==> config.mk <==
export PLATFORM = sky130hd
export DESIGN_NAME = field_addsub_seq
export DESIGN_NICKNAME = d
export VERILOG_FILES = /design/src/rtl/field_addsub_seq.sv
export SDC_FILE = /design/constraint.sdc
export NUM_CORES = 2
export LEC_CHECK = 0
export ABC_AREA = 0
export ABC_CLOCK_PERIOD_IN_PS = 7600
export CAP_MARGIN = 20
export CORE_MARGIN = 1
export CORE_UTILIZATION = 55
export DETAILED_ROUTE_END_ITERATION = 8
export PLACE_DENSITY_LB_ADDON = 0.15
export SYNTH_ARGS = -nofsm -noshare
export SYNTH_HDL_FRONTEND = slang
export SYNTH_SLANG_ARGS = --single-unit
==> constraint.sdc <==
create_clock -name clk -period 7.6 [get_ports clk]
set_clock_uncertainty 0.05 [all_clocks]
set_input_delay 1.14 -clock clk [delete_from_list [all_inputs] [get_ports clk]]
set_output_delay 1.14 -clock clk [all_outputs]
set_load 0.02 [all_outputs]
==> src/rtl/field_addsub_seq.sv <==
// Sequential modular add/subtract over the secp256k1 base field.
// One shared LIMB_W-bit adder is used for two passes of 256/LIMB_W limbs each:
//   pass 1: s = a + b        (op=0)  or  s = a - b        (op=1)
//   pass 2: t = s - p        (op=0)  or  t = s + p        (op=1)
// The final result is chosen from s or t using the pass carries.
// Ports:
//   clk     - clock, rising edge
//   reset_n - asynchronous active-low reset
//   start   - request pulse, sampled only while idle
//   op      - 0: (a+b) mod p, 1: (a-b) mod p
//   a, b    - 256-bit operands, expected < p
//   busy    - high while an operation is in flight (including the done cycle)
//   done    - one-cycle pulse; result valid from this cycle
//   result  - registered field result, held between operations
module field_addsub_seq #(
  parameter int unsigned LIMB_W = 64
) (
  input  logic         clk,
  input  logic         reset_n,
  input  logic         start,
  input  logic         op,
  input  logic [255:0] a,
  input  logic [255:0] b,
  output logic         busy,
  output logic         done,
  output logic [255:0] result
);

  localparam int unsigned NLimbs = 256 / LIMB_W;
  localparam logic [255:0] P =
    256'hffffffff_ffffffff_ffffffff_ffffffff_ffffffff_ffffffff_fffffffe_fffffc2f;

  typedef enum logic [1:0] {StIdle, StPass1, StPass2, StDone} state_e;

  state_e         state_q;
  logic [1:0]     cnt_q;
  logic           carry_q;
  logic           c1_q, c2_q, c2_d;
  logic           op_q;
  logic [255:0]   a_q, b_q, s_q, t_q;
  logic [255:0]   result_q;
  logic           busy_q, done_q;
  // Blocks start on the first edge after reset release.
  logic           armed_q;

  int unsigned    lsb;
  logic           last_limb;
  logic [LIMB_W-1:0] x, y;
  logic           cin;
  logic [LIMB_W:0]   sum_w;
  logic [255:0]   t_full;
  logic [255:0]   res_sel;

  assign lsb       = int'(cnt_q) * LIMB_W;
  assign last_limb = (cnt_q == 2'(NLimbs - 1));

  always_comb begin
    x   = '0;
    y   = '0;
    cin = 1'b0;
    if (state_q == StPass2) begin
      x   = s_q[lsb +: LIMB_W];
      y   = op_q ? P[lsb +: LIMB_W] : ~P[lsb +: LIMB_W];
      cin = (cnt_q == 2'd0) ? ~op_q : carry_q;
    end else begin
      x   = a_q[lsb +: LIMB_W];
      y   = op_q ? ~b_q[lsb +: LIMB_W] : b_q[lsb +: LIMB_W];
      cin = (cnt_q == 2'd0) ? op_q : carry_q;
    end
    sum_w = {1'b0, x} + {1'b0, y} + {{LIMB_W{1'b0}}, cin};
  end

  // Final-cycle view of t: the top limb is still on the adder output.
  always_comb begin
    t_full = t_q;
    t_full[lsb +: LIMB_W] = sum_w[LIMB_W-1:0];
    c2_d = c2_q;
    if (state_q == StPass2 && last_limb) begin
      c2_d = ~op_q & sum_w[LIMB_W];
    end
    // Subtraction: carry out of pass 1 means no borrow, so s is already reduced.
    if (op_q) begin
      res_sel = c1_q ? s_q : t_full;
    end else begin
      res_sel = (c1_q | c2_d) ? t_full : s_q;
    end
  end

  always_ff @(posedge clk or negedge reset_n) begin
    if (!reset_n) begin
      state_q  <= StIdle;
      cnt_q    <= 2'd0;
      carry_q  <= 1'b0;
      c1_q     <= 1'b0;
      c2_q     <= 1'b0;
      op_q     <= 1'b0;
      a_q      <= '0;
      b_q      <= '0;
      s_q      <= '0;
      t_q      <= '0;
      result_q <= '0;
      busy_q   <= 1'b0;
      done_q   <= 1'b0;
      armed_q  <= 1'b0;
    end else begin
      armed_q <= 1'b1;
      unique case (state_q)
        StIdle: begin
          done_q <= 1'b0;
          if (start && armed_q) begin
            a_q     <= a;
            b_q     <= b;
            op_q    <= op;
            carry_q <= 1'b0;
            busy_q  <= 1'b1;
            state_q <= StPass1;
          end
        end
        StPass1: begin
          s_q[lsb +: LIMB_W] <= sum_w[LIMB_W-1:0];
          carry_q            <= sum_w[LIMB_W];
          cnt_q              <= cnt_q + 2'd1;
          if (last_limb) begin
            c1_q    <= sum_w[LIMB_W];
            state_q <= StPass2;
          end
        end
        StPass2: begin
          t_q[lsb +: LIMB_W] <= sum_w[LIMB_W-1:0];
          carry_q            <= sum_w[LIMB_W];
          cnt_q              <= cnt_q + 2'd1;
          c2_q               <= c2_d;
          if (last_limb) begin
            result_q <= res_sel;
            done_q   <= 1'b1;
            state_q  <= StDone;
          end
        end
        StDone: begin
          done_q  <= 1'b0;
          busy_q  <= 1'b0;
          state_q <= StIdle;
        end
        default: state_q <= StIdle;
      endcase
    end
  end

  assign busy   = busy_q;
  assign done   = done_q;
  assign result = result_q;

endmodule

==> impl_summary.txt <==
----------------------------------------------------
[Routing]
  Final routed wire length divided by cell count ... 29.5 um
  Total via count after detailed routing ... 53200
  Number of detailed-routing iterations run before antenna repair ... 8
  Avg Vias per Cell ... 6.66
  Number of DRC markers after the initial detailed-route iteration ... 7080
  DRC Markers ... 160
  Routed Wire Length ... 236000 um
  Remaining antenna violation count after routing ... 0

[Global route]
  Total global-route track usage ... 0.402
  Overflow left after global routing ... 0
  Via count of the first global-routing pass ... 51600
  First-pass GRT wire length ... 346000 um
  Maximum number of pins on one net before global-route repair ... 167
  Antenna violations before repair ... 26

[Finish]
  Commonest non-fill, non-tap cells in the layout ... sky130_fd_sc_hd__dfrtp_1 (1288), sky130_fd_sc_hd__nand2_1 (789), sky130_fd_sc_hd__clkdlybuf4s50_1 (772), sky130_fd_sc_hd__mux2_2 (515), sky130_fd_sc_hd__a21oi_1 (375)
  Final cell utilization of the core ... 0.678
  Most common cell after layout, fill and taps aside ... sky130_fd_sc_hd__dfrtp_1
  Area grow syn2layout ... 22.0%
  Net count of the finished layout ... 6959
  Layout cell share with drive strength beyond 1 ... 0.176

[Clock network]
  Clock H-tree levels ... 4
  Clock root buffer master ... sky130_fd_sc_hd__clkbuf_16
  Number of sinks on the clock net ... 1291
  Number of buffers added to fix hold violations after cts ... 0
  CTS tree ... yes
  Post-cts sizing count ... 0
  Setup Fix Bufs, Post-CTS ... 0
  Worst-path clk slew ... 0.06 ns
  Clock insertion delay at the later pin of the skew report ... 0.77 ns
  Clock buffers created by TritonCTS ... 138
  Clock buffer depth ... 3

[Synth]
  Top cells by area in the synthesized netlist ... sky130_fd_sc_hd__dfrtp_1 (51%), sky130_fd_sc_hd__mux2_2 (9.1%), sky130_fd_sc_hd__mux4_2 (6.8%)
  Xor/xnor cell area share of the yosys netlist ... 0.0150
  Area of the mapped netlist ... 0.0636 mm2
  Syn nets ... 6415
  Proportion of synthesized flip-flops having asynchronous set or reset ... 1.00
  Share of the yosys chip area belonging to registers ... 0.508
  Synthesized netlist cell count ... 5823
  Most used flip-flop cell after synthesis ... sky130_fd_sc_hd__dfrtp_1
  Share of synthesized cell area in full adder, half adder and majority cells ... 0.0152
  Count of state elements after synthesis ... 1291
  Warnings from Yosys ... 0
  Area share of the largest cell type after synthesis ... 0.508
  Dominant combinational cell family by area after synthesis ... multiplexers
  Simple-gate share of the synthesized area ... 0.116
  Biggest area consumer among synthesized cells ... sky130_fd_sc_hd__dfrtp_1
  Multiplexer area fraction after synthesis ... 0.163
  Number of enable flip-flop cells after synthesis ... 0
  Compound-Gate Fraction of Synth Area ... 0.149
  Count of cell types in the netlist ... 94
  Post-synthesis average cell area ... 10.9 um2

[Setup path]
  Number of cells traversed by the worst register-to-register path ... 15
  Destination of the worst register-to-register timing path ... result[109]$_DFFE_PN0P_
  Slowest stage cell, crit path ... sky130_fd_sc_hd__dfrtp_4
  Nature of the critical path endpoint ... register
  Crit-path max FO ... 30
  Critical path startpoint category ... register
  Crit path launch ... cnt_q[0]$_DFFE_PN0P_
  CP cell instances ... buf_4 > mux4_2 > inv_1 > o21ai_0 > xor2_1 > ha_1 > o211ai_1 > o211ai_1 > a211oi_2 > o21ai_1 > nand4_1 > nand2_1 > xor2_1 > a2111oi_0 > nor3_1
  Reg-to-reg startpoint ... cnt_q[0]$_DFFE_PN0P_
  Data required time at the worst endpoint ... 8.22 ns
  Critical setup path kind ... register to register
  Arrival time at the worst endpoint ... 7.08 ns
  Largest incremental delay on the critical path ... 0.96 ns
  Cell family contributing the most delay on the critical path ... compound AO/OA/AOI/OAI gates
  Slack of the worst reg-to-reg path ... 1.14 ns
  Number of buffer and inverter instances along the worst setup path ... 2

[Die]
  Core outline area ... 0.115 mm2
  Die span in x ... 342 um
  Die Outline Area ... 0.117 mm2
  Initial standard-cell utilization of the core ... 0.556
  Number of top-level design ports ... 774
  Number of placement rows ... 124
  Die outline height ... 342 um

[Timing]
  Pins over their slew limit ... 0
  Worst-Margin Slew ... 1.25 ns
  Total setup violations reported at the end of the flow ... 0
  Hold Fails Final Rpt ... 0
  Setup total negative slack ... 0 ns
  Setup repair after global routing missed its margin ... false
  Final worst-path cycle share ... 0.850
  Clock period minus final worst setup slack ... 6.46 ns
  Max_slew headroom ... 0.168
  Peak clock frequency supported by timing ... 155 MHz

[Place]
  I/O Buffers ... 773
  Final RePlAce weighted congestion ... 0.998
  Post-DP HPWL ... 162000 um

[Status]
  Run status ... finished, violations left
  Violations in the final reports ... DRC

[Flow run]
  Max-capacitance violation count ... 0

[Worst hold path]
  Classification of the worst-slack hold path ... input pin to asynchronous set/reset pin

----------------------------------------------------
[cells in the mapped netlist, drive strengths merged, types with 83 or more instances]
master  number
nand3      203
dfrtp     1291
mux4       192
o311ai     106
a21oi      376
buf        115
o21ai      223
nand2      799
nor2       328
a22o       126
xnor2       83
mux2       515
clkbuf     390
nor3       131
o31ai      155
[how the worst max path moves through the flow]
stage | endpoint | depth (start not counted)
6_report | result[109]$_DFFE_PN0P_ | 15
5_1_grt | result[173]$_DFFE_PN0P_ | 15
4_1_cts | result[109]$_DFFE_PN0P_ | 15
3_5_place_dp | result[109]$_DFFE_PN0P_ | 15
3_3_place_gp | result[45]$_DFFE_PN0P_ | 15
2_1_floorplan | s_q[126]$_DFFE_PN0P_ | 18
[metal layers]
layer / routed length [um] / vias up / part of all wire / global-route usage
met4: 11100 / 24 / 0.047 / 0.175
met3: 30800 / 632 / 0.13 / 0.124
li1: - / 22500 / - / -
met1: 91100 / 26600 / 0.39 / 0.559
met5: 189 / - / 0.00080 / 0
met2: 103000 / 3544 / 0.44 / 0.581
[per-stage QoR]
step | worst slack (ns) | hold WS [ns] | area, um2 | instances
after floorplan | 2.26 | 0.391 | 63600 | 5823
after global placement | 1.37 | 0.402 | 72700 | 7730
after detailed placement | 1.15 | 0.409 | 72700 | 7731
after CTS | 1.15 | 0.379 | 77500 | 7979
after global routing | 0.822 | 0.411 | 77600 | 7994
final | 1.14 | 0.312 | 77600 | 7995
[final cells by class]
type,count,area (um2)
inverters,41,154
diodes,8,20.0
clock buffers,198,4070
fillers,8585,36900
flip-flops and latches,1291,32300
repair buffers,909,9140
well taps,1512,1890
clock inverters,50,711
multi-input cells,3986,29300
[logic make-up after synthesis]
| group | after synthesis |
|---|---|
| AND/OR/NAND/NOR | 1690 |
| AO/OA/AOI/OAI | 1381 |
| flip-flops | 1291 |
| multiplexers | 729 |
| buffers and inverters | 546 |
| XOR/XNOR | 109 |
| adder cells (fa/ha/maj) | 76 |
| other | 1 |
[state kept, by name (all words and copies together) (netlist names), 2 cells and up]
signal,cells
a_q,256
state_q,2
s_q,256
b_q,256
cnt_q,2
t_q,256
result,256
Power is left out: the tool's default activity adds up to more than one toggle a clock period on the data nets, which glitch-free logic cannot reach.
